--- src/rtl/seq_pkg.sv ---
// Shared types and constants for the instruction sequencer.
// Command word layout: {func[4:0], rx[3:0], data[15:0]}.
package seq_pkg;

    localparam int CMD_W   = 25;
    localparam int FUNC_HI = 24;
    localparam int FUNC_LO = 20;

    localparam logic [4:0] OP_HALT   = 5'b11100;
    localparam logic [4:0] OP_BUBBLE = 5'b11111;

    localparam logic [CMD_W-1:0] BUBBLE_CMD = {OP_BUBBLE, 20'b0};

    typedef enum logic [2:0] {
        S_IDLE,
        S_FETCH,
        S_LATCH,
        S_ISSUE,
        S_BUBBLE,
        S_HALT,
        S_ERROR
    } state_t;

    function automatic logic [4:0] func_of(input logic [CMD_W-1:0] w);
        return w[FUNC_HI:FUNC_LO];
    endfunction

endpackage

--- src/rtl/instr_sequencer_if.sv ---
// Instruction-memory read port and datapath command/handshake bundle.
// master = sequencer side, slave = memory + datapath side.
interface instr_sequencer_if #(
    parameter int AW = 8
);
    import seq_pkg::*;

    logic             imem_rd;
    logic [AW-1:0]    imem_addr;
    logic [CMD_W-1:0] imem_data;
    logic [CMD_W-1:0] command;
    logic             done;
    logic             jmpen;
    logic [AW-1:0]    jmp_target;

    modport master (
        output imem_rd, imem_addr, command,
        input  imem_data, done, jmpen, jmp_target
    );

    modport slave (
        input  imem_rd, imem_addr, command,
        output imem_data, done, jmpen, jmp_target
    );

endinterface

--- src/rtl/seq_watchdog.sv ---
// Loadable down-counter; expired is high while the count sits at zero.
// Shared by the ISSUE timeout and the BUBBLE hold.
module seq_watchdog #(
    parameter int W = 8
) (
    input  logic         clk,
    input  logic         reset,
    input  logic         clear,
    input  logic [W-1:0] load,
    input  logic         enable,
    output logic         expired
);

    logic [W-1:0] cnt;

    always_ff @(posedge clk) begin
        if (reset) begin
            cnt <= '0;
        end else if (clear) begin
            cnt <= load;
        end else if (enable && cnt != '0) begin
            cnt <= cnt - W'(1);
        end
    end

    assign expired = (cnt == '0);

endmodule

--- src/rtl/instr_sequencer.sv ---
// Program sequencer: fetch, issue to the datapath FSM, wait for done,
// insert a bubble so repeated opcodes re-trigger, and follow jumps.
module instr_sequencer
    import seq_pkg::*;
#(
    parameter int AW            = 8,
    parameter int TIMEOUT       = 64,
    parameter int BUBBLE_CYCLES = 2
) (
    input  logic                  clk,
    input  logic                  reset,
    input  logic                  start,
    instr_sequencer_if.master     bus,
    output logic [AW-1:0]         pc,
    output logic                  busy,
    output logic                  halted,
    output logic                  error,
    output logic [15:0]           retired
);

    localparam int WD_MAX = (TIMEOUT > BUBBLE_CYCLES) ? TIMEOUT : BUBBLE_CYCLES;
    localparam int WD_W   = $clog2(WD_MAX + 1);

    localparam logic [WD_W-1:0] TO_LOAD = WD_W'(TIMEOUT - 1);
    localparam logic [WD_W-1:0] BB_LOAD = WD_W'(BUBBLE_CYCLES - 1);

    state_t          state;
    logic            wd_clear;
    logic            wd_enable;
    logic            wd_expired;
    logic [WD_W-1:0] wd_load;

    // Counter is loaded one cycle ahead, so it hits zero on the last
    // cycle of the ISSUE window or of the BUBBLE hold.
    assign wd_clear  = (state == S_LATCH) || (state == S_ISSUE && bus.done);
    assign wd_load   = (state == S_LATCH) ? TO_LOAD : BB_LOAD;
    assign wd_enable = (state == S_ISSUE) || (state == S_BUBBLE);

    seq_watchdog #(
        .W(WD_W)
    ) u_wd (
        .clk     (clk),
        .reset   (reset),
        .clear   (wd_clear),
        .load    (wd_load),
        .enable  (wd_enable),
        .expired (wd_expired)
    );

    always_ff @(posedge clk) begin
        if (reset) begin
            state         <= S_IDLE;
            pc            <= '0;
            bus.imem_rd   <= 1'b0;
            bus.imem_addr <= '0;
            bus.command   <= BUBBLE_CMD;
            busy          <= 1'b0;
            halted        <= 1'b0;
            error         <= 1'b0;
            retired       <= '0;
        end else begin
            unique case (state)
                S_IDLE, S_HALT, S_ERROR: begin
                    if (start) begin
                        state         <= S_FETCH;
                        pc            <= '0;
                        bus.imem_rd   <= 1'b1;
                        bus.imem_addr <= '0;
                        busy          <= 1'b1;
                        halted        <= 1'b0;
                        error         <= 1'b0;
                        retired       <= '0;
                    end
                end
                S_FETCH: begin
                    state       <= S_LATCH;
                    bus.imem_rd <= 1'b0;
                end
                S_LATCH: begin
                    if (func_of(bus.imem_data) == OP_HALT) begin
                        state  <= S_HALT;
                        busy   <= 1'b0;
                        halted <= 1'b1;
                    end else begin
                        state       <= S_ISSUE;
                        bus.command <= bus.imem_data;
                    end
                end
                S_ISSUE: begin
                    if (bus.done) begin
                        state       <= S_BUBBLE;
                        bus.command <= BUBBLE_CMD;
                        pc          <= bus.jmpen ? bus.jmp_target : pc + AW'(1);
                        if (retired != 16'hFFFF) begin
                            retired <= retired + 16'd1;
                        end
                    end else if (wd_expired) begin
                        state       <= S_ERROR;
                        bus.command <= BUBBLE_CMD;
                        busy        <= 1'b0;
                        error       <= 1'b1;
                    end
                end
                S_BUBBLE: begin
                    if (wd_expired) begin
                        state         <= S_FETCH;
                        bus.imem_rd   <= 1'b1;
                        bus.imem_addr <= pc;
                    end
                end
                default: begin
                    state <= S_IDLE;
                end
            endcase
        end
    end

endmodule
--- src/flat_wrapper.sv ---
// flat-port wrapper written by rule: the top's interface ports become plain ports
module instr_sequencer_flat import seq_pkg::*;
#(
    parameter int AW            = 8,
    parameter int TIMEOUT       = 64,
    parameter int BUBBLE_CYCLES = 2
)
  (clk, reset, start, pc, busy, halted, error, retired, bus_imem_rd, bus_imem_addr, bus_command, bus_imem_data, bus_done, bus_jmpen, bus_jmp_target);
  instr_sequencer_if #(.AW(AW)) bus_i ();
  input  logic clk;
  input  logic reset;
  input  logic start;
  output logic [AW-1:0] pc;
  output logic busy;
  output logic halted;
  output logic error;
  output logic [15:0] retired;
  output wire logic [$bits(bus_i.imem_rd)-1:0] bus_imem_rd;
  output wire logic [$bits(bus_i.imem_addr)-1:0] bus_imem_addr;
  output wire logic [$bits(bus_i.command)-1:0] bus_command;
  input wire logic [$bits(bus_i.imem_data)-1:0] bus_imem_data;
  input wire logic [$bits(bus_i.done)-1:0] bus_done;
  input wire logic [$bits(bus_i.jmpen)-1:0] bus_jmpen;
  input wire logic [$bits(bus_i.jmp_target)-1:0] bus_jmp_target;
  assign bus_imem_rd = bus_i.imem_rd;
  assign bus_imem_addr = bus_i.imem_addr;
  assign bus_command = bus_i.command;
  assign bus_i.imem_data = bus_imem_data;
  assign bus_i.done = bus_done;
  assign bus_i.jmpen = bus_jmpen;
  assign bus_i.jmp_target = bus_jmp_target;
  instr_sequencer #(.AW(AW), .TIMEOUT(TIMEOUT), .BUBBLE_CYCLES(BUBBLE_CYCLES)) u_core (.clk(clk), .reset(reset), .start(start), .bus(bus_i), .pc(pc), .busy(busy), .halted(halted), .error(error), .retired(retired));
endmodule
--- config.mk ---
export PLATFORM = sky130hd
export DESIGN_NAME = instr_sequencer_flat
export DESIGN_NICKNAME = d
export VERILOG_FILES = /design/src/rtl/seq_pkg.sv /design/src/rtl/instr_sequencer_if.sv /design/src/rtl/seq_watchdog.sv /design/src/rtl/instr_sequencer.sv /design/src/flat_wrapper.sv
export SDC_FILE = /design/constraint.sdc
export NUM_CORES = 1
export LEC_CHECK = 0
export CAP_MARGIN = 20
export CORE_UTILIZATION = 47
export CTS_CLUSTER_SIZE = 25
export DETAILED_ROUTE_END_ITERATION = 12
export HOLD_SLACK_MARGIN = 0.02
export PLACE_DENSITY = 0.79
export SLEW_MARGIN = 5
export SYNTH_ARGS = -nofsm -noshare
export SYNTH_HDL_FRONTEND = slang
export SYNTH_SLANG_ARGS = --single-unit
--- constraint.sdc ---
create_clock -name clk -period 2.65 [get_ports clk]
set_clock_uncertainty 0.2 [all_clocks]
set_input_delay 0.53 -clock clk [delete_from_list [all_inputs] [get_ports clk]]
set_output_delay 0.53 -clock clk [all_outputs]
set_load 0.01 [all_outputs]
# Yosys cells after proc, flatten, opt, wreduce, memory -nomap -nowiden
# Index checks and enable logic that the tools add are counted.
dict set report word_totals {
  regBits 71
  out_inout_bits 61
  in_bits 38
}
dict set report classes {
  add_sub_neg 3
  reduce_logical 24
  n_eq_ne 17
  mux 35
}
# cell n
set ops {}
lappend ops {{$mux 25} 3}
lappend ops {{$pmux 25 s2} 1}
lappend ops {{$mux 16} 3}
lappend ops {{$mux 8} 4}
lappend ops {{$pmux 16 s2} 1}
lappend ops {{$pmux 8 s2} 2}
lappend ops {{$reduce_and 3->1} 6}
lappend ops {{$add 16x1->16 const B} 1}
lappend ops {{$ne 16x16->1 const B} 1}
lappend ops {{$ne 2x2->1 const B} 8}
lappend ops {{$mux 3} 5}
lappend ops {{$pmux 3 s5} 1}
lappend ops {{$mux 7} 2}
lappend ops {{$reduce_bool 2->1} 5}
lappend ops {{$eq 3x3->1 const B} 3}
lappend ops {{$add 8x1->8 const B} 1}
lappend ops {{$mux 1} 8}
lappend ops {{$reduce_and 4->1} 2}
lappend ops {{$logic_not 7->1} 1}
lappend ops {{$reduce_bool 7->1} 1}
lappend ops {{$sub 7x1->7 const B} 1}
lappend ops {{$eq 3x2->1 const B} 2}
lappend ops {{$mux 6} 1}
lappend ops {{$pmux 1 s3} 2}
lappend ops {{10 further kinds} 14}

# Depth between registers and ports, before layout
dict set report depth {
  depth_word 5
  ltp_mapped 8
  ltp_nobuf 7
}

# By module
# A second synthesis with hierarchy kept.
dict set report hier_totals {
  cells_unflattened 438
  hier_area_um2 3530.9
}
# mod area_each_um2 cells_per_inst seq_area_each_um2 n_inst
set by_module_without_submodules {}
lappend by_module_without_submodules {instr_sequencer 3111.7 390 1281.2 1}
lappend by_module_without_submodules {seq_watchdog 419.2 48 140.1 1}

# Worst setup path before layout
# Ideal clock, no wire load.
dict set report synth_path {
  path_type {reg-to-reg}
  startpoint {reg u_core.u_wd.cnt[4]}
  endpoint {reg u_core.bus.command[0]}
  t_arrival_ns 1.788
  path_stages_with_launch 7
  t_required_ns 2.333
  setup_time_ns 0.117
  period_less_slack_ns 2.105
  setup_slack_ns 0.545
  path_cell_list {dfxtp_1 -> or4_4 -> or2_4 -> a221oi_2 -> nor2_1 -> buf_6 -> a22o_1}
}
dict set report synth_between {
  elab_chain_len 3
}
# element line
set synth_lines {}
lappend synth_lines {{start, declared} seq_watchdog.sv:14} ;# logic [W-1:0] cnt;
lappend synth_lines {{start signal, assigned} seq_watchdog.sv:20} ;# cnt <= load;
lappend synth_lines {{start signal, assigned} seq_watchdog.sv:22} ;# cnt <= cnt - W'(1);
lappend synth_lines {{$logic_not 7->1} seq_watchdog.sv:26} ;# assign expired = (cnt == '0);
lappend synth_lines {{$ne 3x3->1 (no line)} n/a}
lappend synth_lines {{$reduce_and 3->1 (no line)} n/a}
lappend synth_lines {{end signal, assigned} instr_sequencer.sv:86} ;# bus.command <= bus.imem_data;
lappend synth_lines {{end, declared} instr_sequencer_if.sv:17} ;# output imem_rd, imem_addr, command,
# No other way between the ends.
# A chain may end at the register's enable or synchronous reset.

# Worst setup path after layout
dict set report layout_path {
  startpoint {reg u_core.u_wd.cnt[0]}
  endpoint {reg u_core.state[1]}
}
dict set report layout_between {
  elab_chain_len 3
  elab_cells_between_ends 4
  cone_classes {eq/ne: 2; reduce/logical: 2}
}
# element line
set layout_lines {}
lappend layout_lines {{$logic_not 7->1 (*)} seq_watchdog.sv:26}
lappend layout_lines {{$ne 3x3->1 (no line) or $ne 2x2->1 (tied branches)} n/a}
lappend layout_lines {{$reduce_and 3->1 (no line) (*)} n/a}
lappend layout_lines {{end signal, assigned} instr_sequencer.sv:52} ;# state <= S_IDLE;
lappend layout_lines {{end signal, assigned} instr_sequencer.sv:65} ;# state <= S_FETCH;
lappend layout_lines {{end signal, assigned} instr_sequencer.sv:76} ;# state <= S_LATCH;
lappend layout_lines {{end, declared} instr_sequencer.sv:27} ;# state_t state;
# Every way passes the cells marked *; elsewhere a longest branch is shown, timed or not.

==> key figures <==
Power
  • Tot Pwr: around 4.0 mW
  • Leakage: approximately 1.7 nW
  • Worst vdd ir: about 0.8 mV
  • Power Density: ~840 nW/µm²

Job
  • Max-Cap Viols: 0

Placed design
  • Final HPWL DP: roughly 7000 µm
  • Port Buffers: 98
  • Routability cong.: between 0.9 and 1

Critical path
  • Arrival time worst endpoint: about 2300 ps
  • Critical Path RT: approximately 2700 ps
  • Crit path max fanout: 5
  • Type of origin of the critical path: flip-flop
  • Setup Crit Path Kind: flip-flop to flip-flop
  • Crit. End Element: flip-flop

Clock network
  • Num CTS Buffers: 9
  • Root Driver: clkbuf_8
  • Clock slew at reported path FFs: ~80 ps
  • # resized after CTS: 0
  • Clock tree buffer depth: 2
  • CTS tree: done
  • Clock Sink Count: between 70 and 80
  • H-tree levels: 3
  • # Post-CTS Setup Buffers: 0
  • Clock Latency Late Sink: ~340 ps
  • CTS hold repair buffers: 0

Route
  • Wire per inst: roughly 16 µm
  • DR vias: between 3000 and 4000
  • DRT iter0 DRCs: between 300 and 400
  • Drt first pass iters: 5
  • Routed Wire Length: between 9000 and 10000 µm
  • Antenna-violating nets left: 0
  • DRC viols: 0
  • Via/cell ratio: between 5 and 6

Logic synthesis
  • Number of synthesized flops with an enable pin: 0
  • Top cells by area, synth: dfxtp_1 (42%), a22o_1 (5.4%), a21oi_1 (4.4%)
  • Top-area cell type share of the netlist area: 0.421
  • Ys flop type: dfxtp_1
  • Mapped Nets: between 400 and 500
  • Synth area leader: dfxtp_1
  • Synth Instances: 397
  • Part of the Yosys area used for sequential elements: 0.421
  • Post-synth ARST share: 0
  • Post-synthesis cell type count: 58
  • Average size of a mapped cell: between 8 and 9 µm²
  • Synthesized flop and latch total: around 70
  • Yosys Warn Count: 0
  • Netlist Area Pre-Place: 3380 µm²

Timing
  • F_max: about 430 MHz
  • RSZ-0062 raised after global routing: false
  • Slew @ Worst Pin: between 700 and 800 ps
  • Fin crit period: between 2000 and 2500 ps
  • Total Neg Setup Slack: 0 ps
  • Fin. max-slew vios: 0
  • Worst rel slew slack: 0.474
  • Final Setup Violations: 0
  • Period utilisation layout: 0.870
  • Final Hold Vio Count: 0

Global routing
  • Initial antenna violation count: 0
  • GRT overflow: 0
  • Vias in the first global route: around 3200
  • Largest net degree at the start of global routing: 34
  • First-pass GRT wire length: around 15000 µm
  • Gr usage total: 0.262

Die
  • IO Count: approximately 100
  • Core region area: 6870 µm²
  • FP Rows: 30
  • Die X: around 87 µm
  • Full die area: approximately 7500 µm²
  • Initial Util: 0.492
  • Die height: approximately 87 µm

Status
  • Outcome: finished clean

Final layout
  • Layout overhead on the synthesized area: 41.2%
  • Fraction of layout cells with a size suffix above 1: 0.101
  • Antenna Cells: 0
  • Final net count: 545

Worst hold path
  • Hold WC Path Type: flip-flop to flip-flop
## area by class of cell
type / count / area (µm²)
Timing Repair Buffer: 120 / 1160
Clock buffer: 9 / 124
Clock inverter: 7 / 103
Tap cell: 96 / 120
Sequential cell: 71 / 1420
Inverter: 8 / 30.0
Multi-Input combinational cell: 292 / 1810
Fill cell: 563 / 2100
## final timing paths
check | start | end | slack (ps) | cells past startpoint
max | u_core.u_wd.cnt[0] | u_core.state[1] | 340 | 8
min | u_core.bus.imem_addr[7] | u_core.bus.imem_addr[7] | 260 | 2
max reg2reg | u_core.u_wd.cnt[0] | u_core.state[1] | 340 | 8
min reg2reg | u_core.bus.imem_addr[7] | u_core.bus.imem_addr[7] | 260 | 2
## sequential cells by signal, summed over array words and instances (netlist names)
register              count
u_core.bus.imem_addr      8
u_core.retired           16
u_core.u_wd.cnt           7
u_core.bus.command       25
u_core.halted             1
u_core.error              1
u_core.pc                 8
u_core.busy               1
u_core.state              3
u_core.bus.imem_rd        1
## metal layers
| layer | up-vias | GRT usage | part of all wire |
|---|---|---|---|
| li1 | 1707 | - | - |
| met1 | 1677 | 0.339 | 0.44 |
| met2 | 146 | 0.426 | 0.48 |
| met3 | 23 | 0.0686 | 0.060 |
| met4 | 0 | 0.0879 | 0.021 |
| met5 | - | 0 | 0 |
## kinds of logic (layout without fill, tap and decap cells)
group	Yosys count	count (layout)	synth area share
DFF	71	71	0.421
buffers and inverters	34	144	0.0441
muxes	4	4	0.0126
adders and majority gates	5	5	0.0207
xor gates and xnor gates	1	1	0.00259
and+or+nand+nor	141	141	0.208
AOI/OAI and AO/OA	141	141	0.291
## cell usage in the layout, fill, tap and decap left out, types with 4 or more instances in the layout
master and instances:
clkdlybuf4s50_1 98, dfxtp_1 71, nand2_1 32, nor2_1 31, a21oi_1 30, o21ai_0 29, nand3_1 21, buf_4 21
a22o_1 20, a31oi_1 13, nor3_1 11, clkbuf_8 9, and3_1 8, inv_1 7, nand4_1 7, o32ai_1 7
nand2b_1 6, o22a_1 5, nor2b_1 4, o311ai_0 4, o211ai_1 4, ha_1 4
## stage by stage
stage | cell area [µm²] | utilization | instances | hold WS (ps) | setup slack (ps)
2_1_floorplan | 3380 | - | 397 | 265 | 545
3_3_place_gp | 4530 | 0.660 | 586 | 246 | 100
3_5_place_dp | 4530 | 0.660 | 586 | 252 | 61.9
4_1_cts | 4760 | 0.693 | 602 | 264 | 222
5_1_grt | 4770 | 0.694 | 603 | 292 | 125
6_report | 4770 | 0.694 | 603 | 260 | 345
## synth_stat cells (5+ instances only)
library cell / count
a21oi_1: 30
a22o_1: 21
a31oi_1: 13
and3_1: 8
buf_2: 5
clkbuf_1: 19
dfxtp_1: 71
inv_1: 7
nand2_1: 32
nand2b_1: 6
nand3_1: 21
nand4_1: 7
nor2_1: 31
nor3_1: 12
o21ai_0: 29
o22a_1: 5
o32ai_1: 7
## critical path, stage by stage, from the launching register on
cell	delay [ps]
dfxtp_1	360
inv_1	80
ha_1	190
nand2b_1	120
nor2_1	110
buf_4	170
o311ai_0	640
mux2i_1	270
nor2_1	50
## power breakdown
part           leakage (nW)  switching, mW  internal [mW]
logic                  1.06          0.910          0.743
registers             0.575          0.142           1.22
clock network         0.111          0.435          0.541
Power figures use the tool's default switching activity.
